`config.mk`:
```
export PLATFORM = sky130hd
export DESIGN_NAME = fmul_issue
export DESIGN_NICKNAME = d
export VERILOG_FILES = /design/src/rtl/fmul_issue.sv
export SDC_FILE = /design/constraint.sdc
export NUM_CORES = 1
export LEC_CHECK = 0
export BUFFER_PORTS_ARGS = -buffer_cell sky130_fd_sc_hd__buf_2
export CAP_MARGIN = 20
export CORE_UTILIZATION = 50
export DETAILED_ROUTE_END_ITERATION = 8
export PLACE_DENSITY = 0.86
export SYNTH_ARGS = -nofsm -noshare
export SYNTH_HDL_FRONTEND = slang
export SYNTH_SLANG_ARGS = --single-unit
```
`constraint.sdc`:
```
create_clock -name clk -period 3.94 [get_ports clk]
set_input_delay 1.182 -clock clk [delete_from_list [all_inputs] [get_ports clk]]
set_output_delay 1.182 -clock clk [all_outputs]
set_load 0.1 [all_outputs]
```
`src/rtl/fmul_issue.sv`:
```
// fmul_issue: issue/retire wrapper around a 2-stage, non-stallable fmul core.
//
// Operand pairs arrive through a 2-entry input queue. Each pair is issued to
// fmul when the queue is non-empty and a result slot is guaranteed. A valid/tag
// shift pipe follows the op through fmul, and the result is captured into a
// RES_DEPTH-entry result FIFO. That FIFO drains through a valid/ready handshake.
// Slots are guaranteed by the credit rule:
//   issue only while (ops in flight + results held) < RES_DEPTH
//
// Ports:
//   clk, rstn                 clock (rising edge), async active-low reset
//   in_valid/in_ready         operand handshake; in_s, in_t, in_tag payload
//   mul_s, mul_t              operands to fmul (0 when not issuing)
//   mul_d, mul_ovf, mul_udf   fmul outputs, valid while vpipe[LATENCY-1]
//   res_valid/res_ready       result handshake; res_d, res_tag, res_ovf, res_udf
//   busy                      any op queued, in flight or held
//
// Optional build macro FMUL_ISSUE_STICKY_FLAGS_EN adds:
//   flag_clr                  clears the sticky flags at the next edge
//   sticky_ovf, sticky_udf    set when a flagged result is popped downstream
//                             (a set on the same edge as flag_clr wins)

module fmul_issue #(
  parameter int TAG_W     = 4,
  parameter int LATENCY   = 2,
  parameter int RES_DEPTH = 4
) (
  input  logic             clk,
  input  logic             rstn,
  input  logic             in_valid,
  output logic             in_ready,
  input  logic [31:0]      in_s,
  input  logic [31:0]      in_t,
  input  logic [TAG_W-1:0] in_tag,
  output logic [31:0]      mul_s,
  output logic [31:0]      mul_t,
  input  logic [31:0]      mul_d,
  input  logic             mul_ovf,
  input  logic             mul_udf,
  output logic             res_valid,
  input  logic             res_ready,
  output logic [31:0]      res_d,
  output logic [TAG_W-1:0] res_tag,
  output logic             res_ovf,
  output logic             res_udf,
  output logic             busy
`ifdef FMUL_ISSUE_STICKY_FLAGS_EN
  ,
  input  logic             flag_clr,
  output logic             sticky_ovf,
  output logic             sticky_udf
`endif
);

  localparam int PTR_W = $clog2(RES_DEPTH);
  localparam int CNT_W = PTR_W + 1;
  localparam int SUM_W = CNT_W + $clog2(LATENCY + 1);

  // ---------------------------------------------------------------- input queue
  logic [31:0]      q_s   [2];
  logic [31:0]      q_t   [2];
  logic [TAG_W-1:0] q_tag [2];
  logic             q_wr;
  logic             q_rd;
  logic [1:0]       q_cnt;
  logic             q_nonempty;
  logic             q_push;

  // ---------------------------------------------------------------- shift pipe
  logic [LATENCY-1:0]            vpipe;
  logic [LATENCY-1:0][TAG_W-1:0] tpipe;
  logic [SUM_W-1:0]              inflight;
  logic                          issue;

  // ---------------------------------------------------------------- result FIFO
  logic [31:0]      r_d   [RES_DEPTH];
  logic [TAG_W-1:0] r_tag [RES_DEPTH];
  logic             r_ovf [RES_DEPTH];
  logic             r_udf [RES_DEPTH];
  logic [PTR_W-1:0] r_wr;
  logic [PTR_W-1:0] r_rd;
  logic [CNT_W-1:0] r_cnt;
  logic             res_push;
  logic             res_pop;
  logic             res_full;

  assign q_nonempty = (q_cnt != 2'd0);
  assign in_ready   = (q_cnt != 2'd2);
  assign q_push     = in_valid && in_ready;

  always_comb begin
    inflight = '0;
    for (int i = 0; i < LATENCY; i++) begin
      inflight = inflight + SUM_W'(vpipe[i]);
    end
  end

  // Credit check uses the current result count. A pop on the same edge only
  // frees a slot for the next cycle, so the check errs on the safe side.
  assign issue = q_nonempty && ((inflight + SUM_W'(r_cnt)) < SUM_W'(RES_DEPTH));

  assign mul_s = issue ? q_s[q_rd] : 32'd0;
  assign mul_t = issue ? q_t[q_rd] : 32'd0;

  always_ff @(posedge clk or negedge rstn) begin
    if (!rstn) begin
      q_wr  <= 1'b0;
      q_rd  <= 1'b0;
      q_cnt <= 2'd0;
    end else begin
      if (q_push) q_wr <= ~q_wr;
      if (issue)  q_rd <= ~q_rd;
      q_cnt <= q_cnt + 2'(q_push) - 2'(issue);
    end
  end

  // Queue storage needs no reset; mul_s/mul_t are gated by issue.
  always_ff @(posedge clk) begin
    if (q_push) begin
      q_s[q_wr]   <= in_s;
      q_t[q_wr]   <= in_t;
      q_tag[q_wr] <= in_tag;
    end
  end

  // The shift pipe is cleared on reset so stale fmul outputs are never captured.
  always_ff @(posedge clk or negedge rstn) begin
    if (!rstn) begin
      vpipe <= '0;
      tpipe <= '0;
    end else begin
      vpipe[0] <= issue;
      tpipe[0] <= q_tag[q_rd];
      for (int i = 1; i < LATENCY; i++) begin
        vpipe[i] <= vpipe[i-1];
        tpipe[i] <= tpipe[i-1];
      end
    end
  end

  assign res_push  = vpipe[LATENCY-1];
  assign res_valid = (r_cnt != '0);
  assign res_pop   = res_valid && res_ready;
  assign res_full  = (r_cnt == CNT_W'(RES_DEPTH));

  always_ff @(posedge clk or negedge rstn) begin
    if (!rstn) begin
      r_wr  <= '0;
      r_rd  <= '0;
      r_cnt <= '0;
    end else begin
      if (res_push) r_wr <= r_wr + PTR_W'(1);
      if (res_pop)  r_rd <= r_rd + PTR_W'(1);
      r_cnt <= r_cnt + CNT_W'(res_push) - CNT_W'(res_pop);
    end
  end

  always_ff @(posedge clk) begin
    if (res_push) begin
      r_d[r_wr]   <= mul_d;
      r_tag[r_wr] <= tpipe[LATENCY-1];
      r_ovf[r_wr] <= mul_ovf;
      r_udf[r_wr] <= mul_udf;
    end
  end

  assign res_d   = res_valid ? r_d[r_rd]   : 32'd0;
  assign res_tag = res_valid ? r_tag[r_rd] : '0;
  assign res_ovf = res_valid && r_ovf[r_rd];
  assign res_udf = res_valid && r_udf[r_rd];

  assign busy = q_nonempty || (|vpipe) || res_valid;

  // The credit rule makes this unreachable; firing means the issue gate is broken.
  a_res_no_overflow: assert property (@(posedge clk) disable iff (!rstn)
                                      !(res_push && res_full));

`ifdef FMUL_ISSUE_STICKY_FLAGS_EN
  always_ff @(posedge clk or negedge rstn) begin
    if (!rstn) begin
      sticky_ovf <= 1'b0;
      sticky_udf <= 1'b0;
    end else begin
      if (res_pop && res_ovf) sticky_ovf <= 1'b1;
      else if (flag_clr)      sticky_ovf <= 1'b0;
      if (res_pop && res_udf) sticky_udf <= 1'b1;
      else if (flag_clr)      sticky_udf <= 1'b0;
    end
  end
`endif

endmodule
```
Yosys cells after proc, flatten, opt, wreduce, memory -nomap -nowiden
Memories as Yosys holds them, arrays and structs flattened. A register that Yosys moved wholly into a read port is not among the register bits.
Index checks and enable logic that the tools add are counted.
Widths: inputs -> output; s select.
{"block": "word_totals", "regBits": 17, "ramBits": 288, "out_inout_bits": 105, "word_cells": 46, "memories": 7}
{"block": "op_classes", "addsub": 8, "magnitude_cmp": 1, "eq_ne": 1, "muxes": 8, "n_bitwise": 2, "reduce_logical": 11}
{"memory": "r_d", "words": 4, "word_bits": 32, "rd": 1, "rd_clocked_by_memory_dff": 0, "write_ports": 1, "line_no": "76", "source": "logic [31:0] r_d [RES_DEPTH];"}
{"memory": "q_s", "words": 2, "word_bits": 32, "rd": 1, "rd_clocked_by_memory_dff": 0, "write_ports": 1, "line_no": "60", "source": "logic [31:0] q_s [2];"}
{"memory": "q_t", "words": 2, "word_bits": 32, "rd": 1, "rd_clocked_by_memory_dff": 0, "write_ports": 1, "line_no": "61", "source": "logic [31:0] q_t [2];"}
{"memory": "r_tag", "words": 4, "word_bits": 4, "rd": 1, "rd_clocked_by_memory_dff": 0, "write_ports": 1, "line_no": "77", "source": "logic [TAG_W-1:0] r_tag [RES_DEPTH];"}
{"memory": "q_tag", "words": 2, "word_bits": 4, "rd": 1, "rd_clocked_by_memory_dff": 1, "write_ports": 1, "line_no": "62", "source": "logic [TAG_W-1:0] q_tag [2];"}
{"memory": "r_ovf", "words": 4, "word_bits": 1, "rd": 1, "rd_clocked_by_memory_dff": 0, "write_ports": 1, "line_no": "78", "source": "logic r_ovf [RES_DEPTH];"}
{"memory": "+1 memories"}
{"cell": "$mux 32", "n": 3}
{"cell": "$logic_and 1x1->1", "n": 5}
{"cell": "$add 2x1->2 const B", "n": 2}
{"cell": "$add 2x3->4", "n": 1}
{"cell": "$lt 4x3->1 const B", "n": 1}
{"cell": "$mux 1", "n": 4}
{"cell": "$mux 4", "n": 1}
{"cell": "$add 3x1->3", "n": 1}
{"cell": "$reduce_bool 3->1", "n": 1}
{"cell": "$sub 3x1->3", "n": 1}
{"cell": "$add 1x1->2", "n": 1}
{"cell": "$add 2x1->2", "n": 1}
{"cell": "$logic_or 1x1->1", "n": 2}
{"cell": "$ne 2x2->1 const B", "n": 1}
{"cell": "$not 1->1", "n": 2}
{"cell": "$reduce_bool 2->1", "n": 1}
{"cell": "$reduce_or 2->1", "n": 1}
{"cell": "$sub 2x1->2", "n": 1}
{"cell": "$logic_not 1->1", "n": 1}

Logic depth before layout (Yosys ltp)
{"block": "depth", "ltp_word": 5, "mapped_depth": 12}

Least setup slack after synthesis
OpenSTA, ideal clock, no wires.
{"block": "synth_timing", "kind": "reg2reg", "start": "reg q_cnt[0]", "end": "mem q_s[0][0], enable pin", "setup_ps": 495, "arrival_time_ps": 4292, "setup_slack_ps": -847, "path_stages_with_launch": 4, "period_less_slack_ps": 4787, "cell_sequence": "dfrtp_1 nand2b_1 nand2_1 nor2_1"}
{"block": "synth_via", "elab_chain_cells": 4}
{"item": "from (decl)", "line_no": "65", "source": "logic [1:0] q_cnt;"}
{"item": "from (signal assigned)", "line_no": "113", "source": "q_cnt <= q_cnt + 2'(q_push) - 2'(issue);"}
{"item": "$ne 2x2->1", "line_no": "88", "source": "assign in_ready = (q_cnt != 2'd2);"}
{"item": "named net in_ready", "line_no": "31", "source": "output logic in_ready,"}
{"item": "$logic_and 1x1->1", "line_no": "89", "source": "assign q_push = in_valid && in_ready;"}
{"item": "$mux 1", "line_no": "119", "source": "if (q_push) begin"}
{"item": "$mux 1 (not written as such)", "line_no": "120", "source": "q_s[q_wr] <= in_s;"}
{"item": "to (decl)", "line_no": "60"}
The timed path passes the listed nets, and every way through them passes these cells.

Worst setup path after layout
{"block": "layout_timing", "start": "reg vpipe[0]", "end": "out mul_t[10]"}
{"block": "layout_via", "elab_chain_cells": 5}
{"item": "from (decl)", "line_no": "70", "source": "logic [LATENCY-1:0] vpipe;"}
{"item": "from (signal assigned)", "line_no": "132", "source": "vpipe[0] <= issue;"}
{"item": "from (signal, indexed assignment)", "line_no": "135", "source": "vpipe[i] <= vpipe[i-1];"}
{"item": "$add 1x1->2", "line_no": "94", "source": "inflight = inflight + SUM_W'(vpipe[i]);"}
{"item": "$add 2x3->4", "line_no": "100", "source": "assign issue = q_nonempty && ((inflight + SUM_W'(r_cnt)) < SUM_W'(RES_DEPTH));"}
{"item": "$lt 4x3->1", "line_no": "100"}
{"item": "$logic_and 1x1->1", "line_no": "100"}
{"item": "$mux 32", "line_no": "103", "source": "assign mul_t = issue ? q_t[q_rd] : 32'd0;"}
{"item": "to (decl)", "line_no": "36", "source": "output logic [31:0] mul_t,"}
No other way between the ends.

==> impl_results.md <==
* Final worst-path cycle share at 96.99%
* Number of global-route vias before repair at 6,254
* Top delay family on crit path: buffers and inverters
* CTS Hold Bufs at 0
* Post-Synthesis Cells at 593
* Row count at 55
* Area leader, netlist: edfxtp_1
* Buf/Inv on CP at 2
* RSZ-0062 raised after global routing: no
* PortBufs at 210
* CP peak stage delay at 450 ps
* DR DRC count at 0
* CP Capture Type: output pin
* Syn avg cell area at 19.77 um^2
* CP max-delay cell: buf_2
* Mean number of vias per cell at 5.181
* Starting density of the core at 51.31%
* CP cell instances: ha_1 -> a21o_1 -> a21oi_1 -> o21ai_4 -> buf_12 -> nor2_1 -> buf_2
* Initial antenna violation count at 3
* Crit path max fanout at 66
* Syn Std Cell Area at 0.01172 mm^2
* Root buf cell: clkbuf_16
* Crit path arrival time at 2640 ps
* Clock Latency Late Sink at 550 ps
* Largest net degree at the start of global routing at 69
* Post-route ant nets at 0
* CTS tree: done
* Fill count at 1,593
* Wirelength per Cell at 18.53 um
* Most area-consuming cells after synthesis: edfxtp_1 (74%), mux4_2 (7.3%), mux2i_1 (5.5%)
* TNS Setup at 0 ps
* Area growth syn-to-layout at 22.10%
* DR pass1 iterations at 4
* Share of layout cells above drive strength 1 at 38.10%
* Commonest non-fill, non-tap cell in the layout: edfxtp_1
* Total Die Area at 0.02406 mm^2
* Final setup fails at 0
* CTS max path bufs at 3
* Placed cell areas at 0.01318 mm^2
* GPL Wtd Cong at 0.7178
* Final number of hold-violating endpoints at 0
* Dpl hpwl at 13,270 um
* R2R setup slack at 1380 ps
* DRT Wirelength at 21,400 um
* Max cap viols at 0
* Min Tclk post-route at 3822 ps
* Die Wd at 155.1 um
* # H-tree levels at 1
* Syn Nets at 710
* Pins over their slew limit at 0
* Die Height at 155.1 um
* Final Cell Area at 0.01431 mm^2
* Tightest Pin Transition at 1047 ps
* Worst EP required at 2760 ps
* Clock Pin Slew Worst Setup and Hold Paths at 60 ps
* Distinct cells, synth at 25
* Vias at 5,984
* CTS buffer count at 31
* Total core area at 0.02285 mm^2
* Max Clk Rate at 261.7 MHz
* DRT iter0 DRCs at 310
* Total global routing overflow at 0
* Post-synth top area share at 73.78%
* Outcome: completed
* Startpoint types: register
* Yosys Warn Count at 0
* # nets final at 935
* Io pins at 211
* #FFs+latches synth at 309
* First-pass GRT wire length at 33,050 um
* Worst Setup Path Type: register to output pin
* Register area share after synthesis at 78.26%
* Sink Count at 309
* Slew HR at 30.21%
* Most frequent cells in the layout: edfxtp_1 (288), buf_2 (197), nor2_1 (65), mux2i_1 (64), and2_1 (39)
* Setup Skew at 7.609 ps
* Gr usage total at 17.82%
* Worst Hold Class: register to register
synth_stat cells:
cell type / instances
a21o_1: 1
a21oi_1: 2
and2_1: 43
and3_1: 2
buf_2: 8
buf_4: 5
buf_6: 4
clkbuf_1: 12
dfrtp_1: 21
edfxtp_1: 288
fa_1: 1
ha_1: 10
inv_1: 8
mux2_2: 4
mux2i_1: 64
mux4_2: 38
nand2_1: 3
nand2b_1: 1
nor2_1: 66
o21ai_0: 1
o21ai_2: 1
or3_1: 1
or4b_1: 1
xnor2_1: 6
xor2_1: 2
per-layer routing:
layer,routed length [um],global-route usage [%],vias to the layer above
met5,30,0,-
met4,421,5.092,4
met3,1989,5.710,35
met2,10590,30.35,248
met1,8374,21.87,2966
li1,-,-,2731
timing repair:
action                                  in CTS  in global routing
gates resized for setup                      0                 13
endpoints found under the setup margin       0                 13
setup buffers                                0                  0
worst paths after layout:
kind,from,to,cells after the start
min,tpipe[2],tpipe[6],0
max,vpipe[0],mul_t[10],7
max reg2reg,vpipe[0],q_cnt[1],11
min reg2reg,tpipe[2],tpipe[6],0
max in group asynchronous,rstn,q_rd,1
min in group asynchronous,rstn,r_wr[1],1
sequential cells by signal, indices dropped and copies added, names as in the netlist, 4 cells and up:
name,cells
r_tag,16
q_t,64
q_s,64
q_tag,8
r_ovf,4
r_udf,4
r_d,128
tpipe,8
area by class of cell:
class	count	area (um^2)	area share, %
antenna	2	5.005	0.03497
clock buffer	33	783.3	5.472
clock inverter	22	310.3	2.168
inverter	8	30.03	0.2098
multi-input combinational	247	2372	16.57
sequential	309	9180	64.13
tap	313	391.6	2.736
timing repair buffer	221	1241	8.671
cells by family (layout without fill, tap and decap cells):
family | Yosys count | in the layout | synth area share [%]
xor gates and xnor gates | 8 | 8 | 0.5977
DFF | 309 | 309 | 78.26
adders and majority gates | 11 | 11 | 1.238
AOI/OAI and AO/OA | 5 | 5 | 0.2668
and+or+nand+nor | 117 | 117 | 4.803
muxes | 106 | 106 | 13.15
buffers and inverters | 37 | 284 | 1.686
other | 0 | 2 | 0
metrics by stage:
step	utilization [%]	cells	setup slack, ps	hold slack, ps
global route	62.63	1153	0.9206	337.7
floorplan	-	593	114.6	331.2
finish	62.65	1155	118.5	342.6
detailed placement	57.70	1098	651.8	336.2
CTS	62.49	1153	58.96	336.5
global placement	57.70	1098	687.5	335.8
worst register-to-register path, delay by kind of cell, from the launching register on:
family / cells / cell delay (ps)
XOR/XNOR: 2 / 310
adder cells (fa/ha/maj): 3 / 760
flip-flops: 1 / 390
AO/OA/AOI/OAI: 2 / 380
AND/OR/NAND/NOR: 1 / 220
buffers and inverters: 3 / 440
Power is left out: the tool's default activity adds up to more than one toggle a clock period on the data nets, which glitch-free logic cannot reach.
